<file path="src/rtl/multicycle_control_if.sv">
// Control bus between the multicycle controller and its datapath: opcode and
// memory handshake toward the controller, datapath control strobes back.
interface multicycle_control_if;
  logic [5:0] op;
  logic       mem_ready;
  logic       PCWrite;
  logic       PCWriteCond;
  logic       IorD;
  logic       MemRead;
  logic       MemWrite;
  logic       MemtoReg;
  logic       IRWrite;
  logic       ALUSrcA;
  logic       RegWrite;
  logic       RegDst;
  logic [1:0] PCSource;
  logic [1:0] ALUSrcB;
  logic       ALUOp1;
  logic       ALUOp0;
  logic       illegal_op;
  logic [3:0] state;

  // Datapath side: supplies opcode and memory handshake, consumes controls.
  modport master (
    output op, mem_ready,
    input  PCWrite, PCWriteCond, IorD, MemRead, MemWrite, MemtoReg, IRWrite,
           ALUSrcA, RegWrite, RegDst, PCSource, ALUSrcB, ALUOp1, ALUOp0,
           illegal_op, state
  );

  // Controller side.
  modport slave (
    input  op, mem_ready,
    output PCWrite, PCWriteCond, IorD, MemRead, MemWrite, MemtoReg, IRWrite,
           ALUSrcA, RegWrite, RegDst, PCSource, ALUSrcB, ALUOp1, ALUOp0,
           illegal_op, state
  );
endinterface

</file>
<file path="src/rtl/multicycle_control.sv">
// Multicycle MIPS-style main controller: a 12-state FSM sequencing fetch,
// decode, memory, execute and writeback, with controls decoded from the state.
module multicycle_control (
  input logic               clk,
  input logic               reset,
  multicycle_control_if.slave bus
);

  typedef enum logic [3:0] {
    FETCH     = 4'd0,
    DECODE    = 4'd1,
    MEMADDR   = 4'd2,
    MEMREAD   = 4'd3,
    MEMWB     = 4'd4,
    MEMWRITE  = 4'd5,
    EXEC      = 4'd6,
    RCOMPLETE = 4'd7,
    BRANCH    = 4'd8,
    JUMP      = 4'd9,
    EXECI     = 4'd10,
    ICOMPLETE = 4'd11
  } state_t;

  localparam logic [5:0] OP_RTYPE = 6'b000000;
  localparam logic [5:0] OP_LW    = 6'b100011;
  localparam logic [5:0] OP_SW    = 6'b101011;
  localparam logic [5:0] OP_BEQ   = 6'b000100;
  localparam logic [5:0] OP_J     = 6'b000010;
  localparam logic [5:0] OP_ADDI  = 6'b001000;

  state_t     r_state;

  logic       w_pcwrite;
  logic       w_pcwritecond;
  logic       w_iord;
  logic       w_memread;
  logic       w_memwrite;
  logic       w_memtoreg;
  logic       w_irwrite;
  logic       w_alusrca;
  logic       w_regwrite;
  logic       w_regdst;
  logic [1:0] w_pcsource;
  logic [1:0] w_alusrcb;
  logic [1:0] w_aluop;
  logic       w_illegal;

  function automatic logic op_supported(input logic [5:0] op);
    case (op)
      OP_RTYPE, OP_LW, OP_SW, OP_BEQ, OP_J, OP_ADDI: op_supported = 1'b1;
      default:                                        op_supported = 1'b0;
    endcase
  endfunction

  // State register; unused encodings fall back to FETCH through the default.
  always_ff @(posedge clk) begin
    if (reset) begin
      r_state <= FETCH;
    end else begin
      case (r_state)
        FETCH:     if (bus.mem_ready) r_state <= DECODE;
        DECODE: begin
          case (bus.op)
            OP_RTYPE:     r_state <= EXEC;
            OP_LW, OP_SW: r_state <= MEMADDR;
            OP_BEQ:       r_state <= BRANCH;
            OP_J:         r_state <= JUMP;
            OP_ADDI:      r_state <= EXECI;
            default:      r_state <= FETCH;
          endcase
        end
        MEMADDR:   r_state <= (bus.op == OP_LW) ? MEMREAD : MEMWRITE;
        MEMREAD:   if (bus.mem_ready) r_state <= MEMWB;
        MEMWRITE:  if (bus.mem_ready) r_state <= FETCH;
        EXEC:      r_state <= RCOMPLETE;
        EXECI:     r_state <= ICOMPLETE;
        default:   r_state <= FETCH;
      endcase
    end
  end

  // Controls are a pure decode of r_state so that IRWrite/PCWrite can follow
  // mem_ready within the same FETCH cycle.
  always_comb begin
    w_pcwrite     = 1'b0;
    w_pcwritecond = 1'b0;
    w_iord        = 1'b0;
    w_memread     = 1'b0;
    w_memwrite    = 1'b0;
    w_memtoreg    = 1'b0;
    w_irwrite     = 1'b0;
    w_alusrca     = 1'b0;
    w_regwrite    = 1'b0;
    w_regdst      = 1'b0;
    w_pcsource    = 2'b00;
    w_alusrcb     = 2'b00;
    w_aluop       = 2'b00;
    case (r_state)
      FETCH: begin
        w_memread = 1'b1;
        w_alusrcb = 2'b01;
        w_irwrite = bus.mem_ready;
        w_pcwrite = bus.mem_ready;
      end
      DECODE:    w_alusrcb = 2'b11;
      MEMADDR: begin
        w_alusrca = 1'b1;
        w_alusrcb = 2'b10;
      end
      MEMREAD: begin
        w_memread = 1'b1;
        w_iord    = 1'b1;
      end
      MEMWRITE: begin
        w_memwrite = 1'b1;
        w_iord     = 1'b1;
      end
      MEMWB: begin
        w_regwrite = 1'b1;
        w_memtoreg = 1'b1;
      end
      EXEC: begin
        w_alusrca = 1'b1;
        w_aluop   = 2'b10;
      end
      RCOMPLETE: begin
        w_regwrite = 1'b1;
        w_regdst   = 1'b1;
      end
      EXECI: begin
        w_alusrca = 1'b1;
        w_alusrcb = 2'b10;
      end
      ICOMPLETE: w_regwrite = 1'b1;
      BRANCH: begin
        w_alusrca     = 1'b1;
        w_aluop       = 2'b01;
        w_pcwritecond = 1'b1;
        w_pcsource    = 2'b01;
      end
      JUMP: begin
        w_pcwrite  = 1'b1;
        w_pcsource = 2'b10;
      end
      default: ;
    endcase
  end

  assign w_illegal = (r_state == DECODE) && !op_supported(bus.op);

  // Reset masks every state-changing strobe, and MemRead so an interrupted
  // access does not keep the memory busy.
  assign bus.PCWrite     = w_pcwrite     & ~reset;
  assign bus.PCWriteCond = w_pcwritecond & ~reset;
  assign bus.IRWrite     = w_irwrite     & ~reset;
  assign bus.MemWrite    = w_memwrite    & ~reset;
  assign bus.RegWrite    = w_regwrite    & ~reset;
  assign bus.illegal_op  = w_illegal     & ~reset;
  assign bus.MemRead     = w_memread     & ~reset;
  assign bus.IorD        = w_iord;
  assign bus.MemtoReg    = w_memtoreg;
  assign bus.ALUSrcA     = w_alusrca;
  assign bus.RegDst      = w_regdst;
  assign bus.PCSource    = w_pcsource;
  assign bus.ALUSrcB     = w_alusrcb;
  assign bus.ALUOp1      = w_aluop[1];
  assign bus.ALUOp0      = w_aluop[0];
  assign bus.state       = r_state;

endmodule

</file>
<file path="src/flat_wrapper.sv">
// flat-port wrapper written by rule: the top's interface ports become plain ports
module multicycle_control_flat 
  (clk, reset, bus_op, bus_mem_ready, bus_PCWrite, bus_PCWriteCond, bus_IorD, bus_MemRead, bus_MemWrite, bus_MemtoReg, bus_IRWrite, bus_ALUSrcA, bus_RegWrite, bus_RegDst, bus_PCSource, bus_ALUSrcB, bus_ALUOp1, bus_ALUOp0, bus_illegal_op, bus_state);
  multicycle_control_if bus_i ();
  input logic clk;
  input logic reset;
  input wire logic [$bits(bus_i.op)-1:0] bus_op;
  input wire logic [$bits(bus_i.mem_ready)-1:0] bus_mem_ready;
  output wire logic [$bits(bus_i.PCWrite)-1:0] bus_PCWrite;
  output wire logic [$bits(bus_i.PCWriteCond)-1:0] bus_PCWriteCond;
  output wire logic [$bits(bus_i.IorD)-1:0] bus_IorD;
  output wire logic [$bits(bus_i.MemRead)-1:0] bus_MemRead;
  output wire logic [$bits(bus_i.MemWrite)-1:0] bus_MemWrite;
  output wire logic [$bits(bus_i.MemtoReg)-1:0] bus_MemtoReg;
  output wire logic [$bits(bus_i.IRWrite)-1:0] bus_IRWrite;
  output wire logic [$bits(bus_i.ALUSrcA)-1:0] bus_ALUSrcA;
  output wire logic [$bits(bus_i.RegWrite)-1:0] bus_RegWrite;
  output wire logic [$bits(bus_i.RegDst)-1:0] bus_RegDst;
  output wire logic [$bits(bus_i.PCSource)-1:0] bus_PCSource;
  output wire logic [$bits(bus_i.ALUSrcB)-1:0] bus_ALUSrcB;
  output wire logic [$bits(bus_i.ALUOp1)-1:0] bus_ALUOp1;
  output wire logic [$bits(bus_i.ALUOp0)-1:0] bus_ALUOp0;
  output wire logic [$bits(bus_i.illegal_op)-1:0] bus_illegal_op;
  output wire logic [$bits(bus_i.state)-1:0] bus_state;
  assign bus_i.op = bus_op;
  assign bus_i.mem_ready = bus_mem_ready;
  assign bus_PCWrite = bus_i.PCWrite;
  assign bus_PCWriteCond = bus_i.PCWriteCond;
  assign bus_IorD = bus_i.IorD;
  assign bus_MemRead = bus_i.MemRead;
  assign bus_MemWrite = bus_i.MemWrite;
  assign bus_MemtoReg = bus_i.MemtoReg;
  assign bus_IRWrite = bus_i.IRWrite;
  assign bus_ALUSrcA = bus_i.ALUSrcA;
  assign bus_RegWrite = bus_i.RegWrite;
  assign bus_RegDst = bus_i.RegDst;
  assign bus_PCSource = bus_i.PCSource;
  assign bus_ALUSrcB = bus_i.ALUSrcB;
  assign bus_ALUOp1 = bus_i.ALUOp1;
  assign bus_ALUOp0 = bus_i.ALUOp0;
  assign bus_illegal_op = bus_i.illegal_op;
  assign bus_state = bus_i.state;
  multicycle_control u_core (.clk(clk), .reset(reset), .bus(bus_i));
endmodule
</file>
<file path="config.mk">
export PLATFORM = sky130hd
export DESIGN_NAME = multicycle_control_flat
export DESIGN_NICKNAME = d
export VERILOG_FILES = /design/src/rtl/multicycle_control_if.sv /design/src/rtl/multicycle_control.sv /design/src/flat_wrapper.sv
export SDC_FILE = /design/constraint.sdc
export NUM_CORES = 1
export LEC_CHECK = 0
export ABC_AREA = 0
export CORE_ASPECT_RATIO = 1.1
export CORE_UTILIZATION = 36
export DETAILED_ROUTE_END_ITERATION = 10
export GPL_TIMING_DRIVEN = 1
export PLACE_DENSITY_LB_ADDON = 0.15
export REMOVE_ABC_BUFFERS = 1
export SLEW_MARGIN = 10
export SYNTH_ARGS = -nofsm -noshare
export SYNTH_HDL_FRONTEND = slang
export SYNTH_SLANG_ARGS = --single-unit
export TNS_END_PERCENT = 10
</file>
<file path="constraint.sdc">
create_clock -name clk -period 5.9 [get_ports clk]
set_input_delay 1.77 -clock clk [delete_from_list [all_inputs] [get_ports clk]]
set_output_delay 1.77 -clock clk [all_outputs]
set_load 0.05 [all_outputs]
</file>
; ---- Yosys cells after proc, flatten, opt, wreduce, memory -nomap -nowiden
; Cells that the tools add are included.
[word_totals]
n_memories = 0
inputBits = 9
rom_bits = 0
ff_bits = 4
mem_bits_rw = 0
latch_bits = 0
out_inout_bits = 21
word_cells = 60
[classes]
n_div = 0
eq_ne = 19
n_reduce_logical = 12
muxes = 20
bitwise = 8
n_shift = 0
add_sub_neg = 0
order_cmp = 0
n_mul = 0
[ops]
columns = operator, n
row1 = $pmux 4 s7, 1
row2 = $pmux 4 s5, 1
row3 = $eq 4x3->1 const B, 4
row4 = $eq 4x4->1 const B, 4
row5 = $eq 6x6->1 const B, 2
row6 = $mux 4, 3
row7 = $mux 1, 10
row8 = $eq 4x2->1 const B, 2
row9 = $pmux 2 s2, 2
row10 = $reduce_or 2->1, 4
row11 = $and 1x1->1, 7
row12 = $eq 6x2->1 const B, 1
row13 = $eq 6x3->1 const B, 1
row14 = $eq 6x4->1 const B, 1
row15 = $logic_not 6->1, 1
row16 = $ne 2x2->1 const B, 3
row17 = $pmux 2 s3, 1
row18 = $reduce_or 6->1, 1
row19 = $eq 4x1->1 const B, 1
row20 = $logic_not 4->1, 1
row21 = $reduce_or 4->1, 1
row22 = $mux 3, 1
row23 = $reduce_and 3->1, 1
row24 = $reduce_or 3->1, 1
row25 = other kinds (4), 4

; ---- Longest topological paths before layout
[logic_depth]
depth_word = 6
ltp_mapped = 5
mapped_depth_nobuf = 4

; ---- Worst setup path after synthesis
; OpenSTA, ideal clock, no wires.
[synth_timing]
kind = input to output
from = in reset
to = out bus_illegal_op
path_slack_ns = 0.289
t_arrival_ns = 3.841
stages = 3
n_path_buf = 1
t_required_ns = 4.130
cell_sequence = clkbuf_1 -> or3_1 -> nor4_1
[synth_between]
elab_chain_len = 2
[synth_lines]
columns = item, line
row1 = from (decl), flat_wrapper.sv:6  ; input logic reset;
row2 = $not 1->1, multicycle_control.sv:158  ; assign bus.illegal_op = w_illegal & ~reset;
row3 = $and 1x1->1, multicycle_control.sv:158
row4 = to (decl), flat_wrapper.sv:23  ; output wire logic [$bits(bus_i.illegal_op)-1:0] bus_illegal_op;
; Every way passes these cells.

; ---- Worst setup path in the final report
[layout_timing]
from = in reset
to = out bus_PCWrite
[layout_between]
elab_chain_len = 2
[layout_lines]
columns = item, line
row1 = $not 1->1, multicycle_control.sv:153  ; assign bus.PCWrite = w_pcwrite & ~reset;
row2 = $and 1x1->1, multicycle_control.sv:153
row3 = to (decl), flat_wrapper.sv:9  ; output wire logic [$bits(bus_i.PCWrite)-1:0] bus_PCWrite;
; Every way passes these cells.

==> impl_results.md <==
- Status: finished, final reports clean
- Final Hold Fails: 0
- Cell-internal power: 0.07656 mW
- Placeable Area: approximately 1400 um2
- Sink Count: 4
- Vias in the first global route: 620
- Net Switching: about 0.058 mW
- Family with the most delay on the worst path: buffers and inverters
- Register-to-register setup slack: approximately 4.1 ns
- Slowest-stage cell, CP: clkdlybuf4s50_1
- Fmax: 189.4 MHz
- Nets: 123
- Setup violators final: 0
- Largest net degree at the start of global routing: 21
- CTS tree: yes
- Peak supply drop: between 0.08 and 0.09 mV
- Clock network fraction of total power: 25.1%
- EDFF count, synth: 0
- Global-route wire length before repair: approximately 2.6 mm
- Hold_sp: u_core.bus.state[1]
- Worst path buffer plus inverter count: 2
- RSZ-0062 raised after global routing: false
- Crit-path max cell delay: 0.81 ns
- Pwr dens: around 160 nW/um2
- Area grow syn2layout: 56.04%
- Tot Pwr: between 0.1 and 0.15 mW
- HP Class: reg -> reg
- ANT cells: 0
- Syn avg cell area: 6.387 um2
- Resize count post-CTS: 0
- Vias: 737
- Crit path cell chain: clkdlybuf4s50_1 -> or3_1 -> a21oi_1 -> clkdlybuf4s50_1
- Wire length per cell: roughly 12 um
- Synth Flop Type: dfxtp_1
- Final slew viol count: 0
- Initial antenna violation count: 0
- RR Startpoint: u_core.bus.state[0]
- Max Cap Viol: 0
- Setup TNS: 0 ns
- Slew headroom: between 50% and 60%
- Detailed router's first-iteration violation count: 19
- H-tree depth: 1
- Part of the Yosys area used for sequential elements: 14.58%
- GRT Residual Overflow: 0
- Critical path data arrival time: 3.51 ns
- Final wirelength: 1.564 mm
- Tcrit/Tclk final: 89.48%
- Rows: 14
- CP required: 4.13 ns
- Seq pwr share: 26.1%
- Hold Path Stages: 2
- Max Buffers Root-to-Sink: 2
- Tmin final: 5.280 ns
- Crit path capture type: output port
- Mapped Area: 549.3 um2
- Post-CTS Setup Inserts: 0
- Ports: 30
- Worst-margin pin slew: 0.6453 ns
- DR pass1 iterations: 4
- Clk_lat worst skew: about 0.24 ns
- Synthesized instance count: 86
- Initial core utilization: between 30% and 40%
- Die ar.: between 1500 and 2000 um2
- Maximum fanout along the worst path: 3
- Setup Crit Path Kind: in -> out
- Combinational share of power: 48.8%
- Leakage: 0.2834 nW
- Vias per cell: 5.758
- Startpoint types: primary input
- Async set-reset flop share out of synthesis: 0%
- DP HPWL: 1.123 mm
- Crit-path most repeated cell: clkdlybuf4s50_1
- Die Height: 42.97 um
- IO buf count: 29
- Routed Antenna Nets: 0
- Final hold slack: 0.7262 ns
- Hold-fix buffer count after cts: 0
- Fin util: 61.16%
- Max FFs per register: 4
- Sw frac: 42.89%
- Drt drc: 0
- Synth cell types: 33
- Clock-pin slew on the worst setup and hold paths: 0.04 ns
- Clock Skews: 0.004101 ns
- Final Wtd Congestion: 0.8505
- Clk root buf: clkbuf_4
- Yosys warning count: 0
- Hold EP: u_core.bus.state[1]
- FF-to-FF path depth: 4
- Seq cells post-synth: 4
- Filler Cells Inserted: 144
- Layout cells sized above 1: 7.143%
- Die width: about 39 um
- CTS Buf Count: 3
- Capturing point of the worst reg2reg path: u_core.bus.state[0]
- GRT Overall Usage: 21.60%
-- cell usage in the layout, fill, tap and decap left out --
cell / count
xnor2_1: 2
clkbuf_4: 3
a21oi_1: 7
clkdlybuf4s50_1: 28
buf_4: 2
inv_1: 3
o21ai_1: 1
o211ai_1: 1
dfxtp_1: 4
nor3b_1: 1
nand3b_1: 1
nand2b_1: 2
or3_1: 3
or3_4: 1
nand2_1: 7
mux2_2: 1
a211oi_1: 1
mux2i_1: 1
o21ai_0: 3
a21o_1: 1
nand3_1: 3
o311ai_1: 1
a311oi_1: 1
a31oi_1: 1
or3b_1: 1
nor2b_1: 4
nor2_1: 8
nor3_1: 11
a22oi_1: 1
o32ai_2: 1
o21a_1: 1
o21bai_1: 1
nor4_1: 5
-- Yosys cell counts, drive strengths merged, types with 2 or more instances --
master / number / share of area [%]
buf: 4 / 3.4
nand2: 7 / 4.8
inv: 3 / 2.0
nand3: 3 / 2.7
or3: 4 / 5.5
nor4: 5 / 5.7
a21oi: 7 / 6.4
nand2b: 2 / 2.3
clkbuf: 3 / 2.0
nor2: 8 / 5.5
nor3: 11 / 10
nor2b: 4 / 4.6
o21ai: 4 / 3.6
xnor2: 2 / 3.2
dfxtp: 4 / 15
-- metal layers --
layer	routed length [um]	share of wire, %	global-route usage [%]
met1	659	42	28.21
met2	805	51	34.67
met3	80	5.1	3.141
met4	19	1.2	8.276
met5	0	0	0
-- power by group through the flow --
stage                     Clock (mW)  Sequential (mW)  Combinational (mW)
after floorplan                    0           0.0383              0.0373
after global placement             0           0.0353              0.0644
after detailed placement           0           0.0353              0.0648
after CTS                     0.0345           0.0349              0.0654
after global routing          0.0389           0.0356              0.0700
final                         0.0337           0.0350              0.0654
-- cells by family after synthesis --
family	after synthesis	synth area share, %
compound gates	21	25.52
simple gates	47	45.33
xor+xnor	2	3.190
mux	2	3.872
flops	4	14.58
buf+inv	10	7.515
-- worst min-delay path: cells and delay by family, from the launching register on --
| kind | cells | cell delay (ns) |
|---|---|---|
| DFF | 1 | 0.45 |
| AOI/OAI and AO/OA | 2 | 0.22 |
-- per-stage QoR --
step                instance area [um2]  worst slack (ns)  instances
CTS                               857.1            0.6122        128
global placement                  834.6            0.6265        125
floorplan                         519.2            0.4438         79
global route                      857.1            0.5608        128
finish                            857.1            0.6204        128
detailed placement                834.6            0.6229        125
-- final cells by class --
cell class	instances	area (um2)	area share, %
Tap cell	16	20.02	2.336
Sequential cell	4	80.08	9.343
Multi-Input combinational cell	72	427.9	49.93
Clock buffer	3	22.52	2.628
Inverter	3	11.26	1.314
Timing Repair Buffer	30	295.3	34.45
-- how the worst max path moves through the flow --
stage / startpoint / endpoint / slack [ns] / cells past startpoint
6_report: reset / bus_PCWrite / 0.62 / 4
4_1_cts: reset / bus_PCWrite / 0.61 / 4
2_1_floorplan: bus_op[0] / bus_illegal_op / 0.44 / 4
3_3_place_gp: reset / bus_PCWrite / 0.63 / 4
5_1_grt: reset / bus_PCWrite / 0.56 / 4
3_5_place_dp: reset / bus_PCWrite / 0.62 / 4
Power figures use the tool's default switching activity.
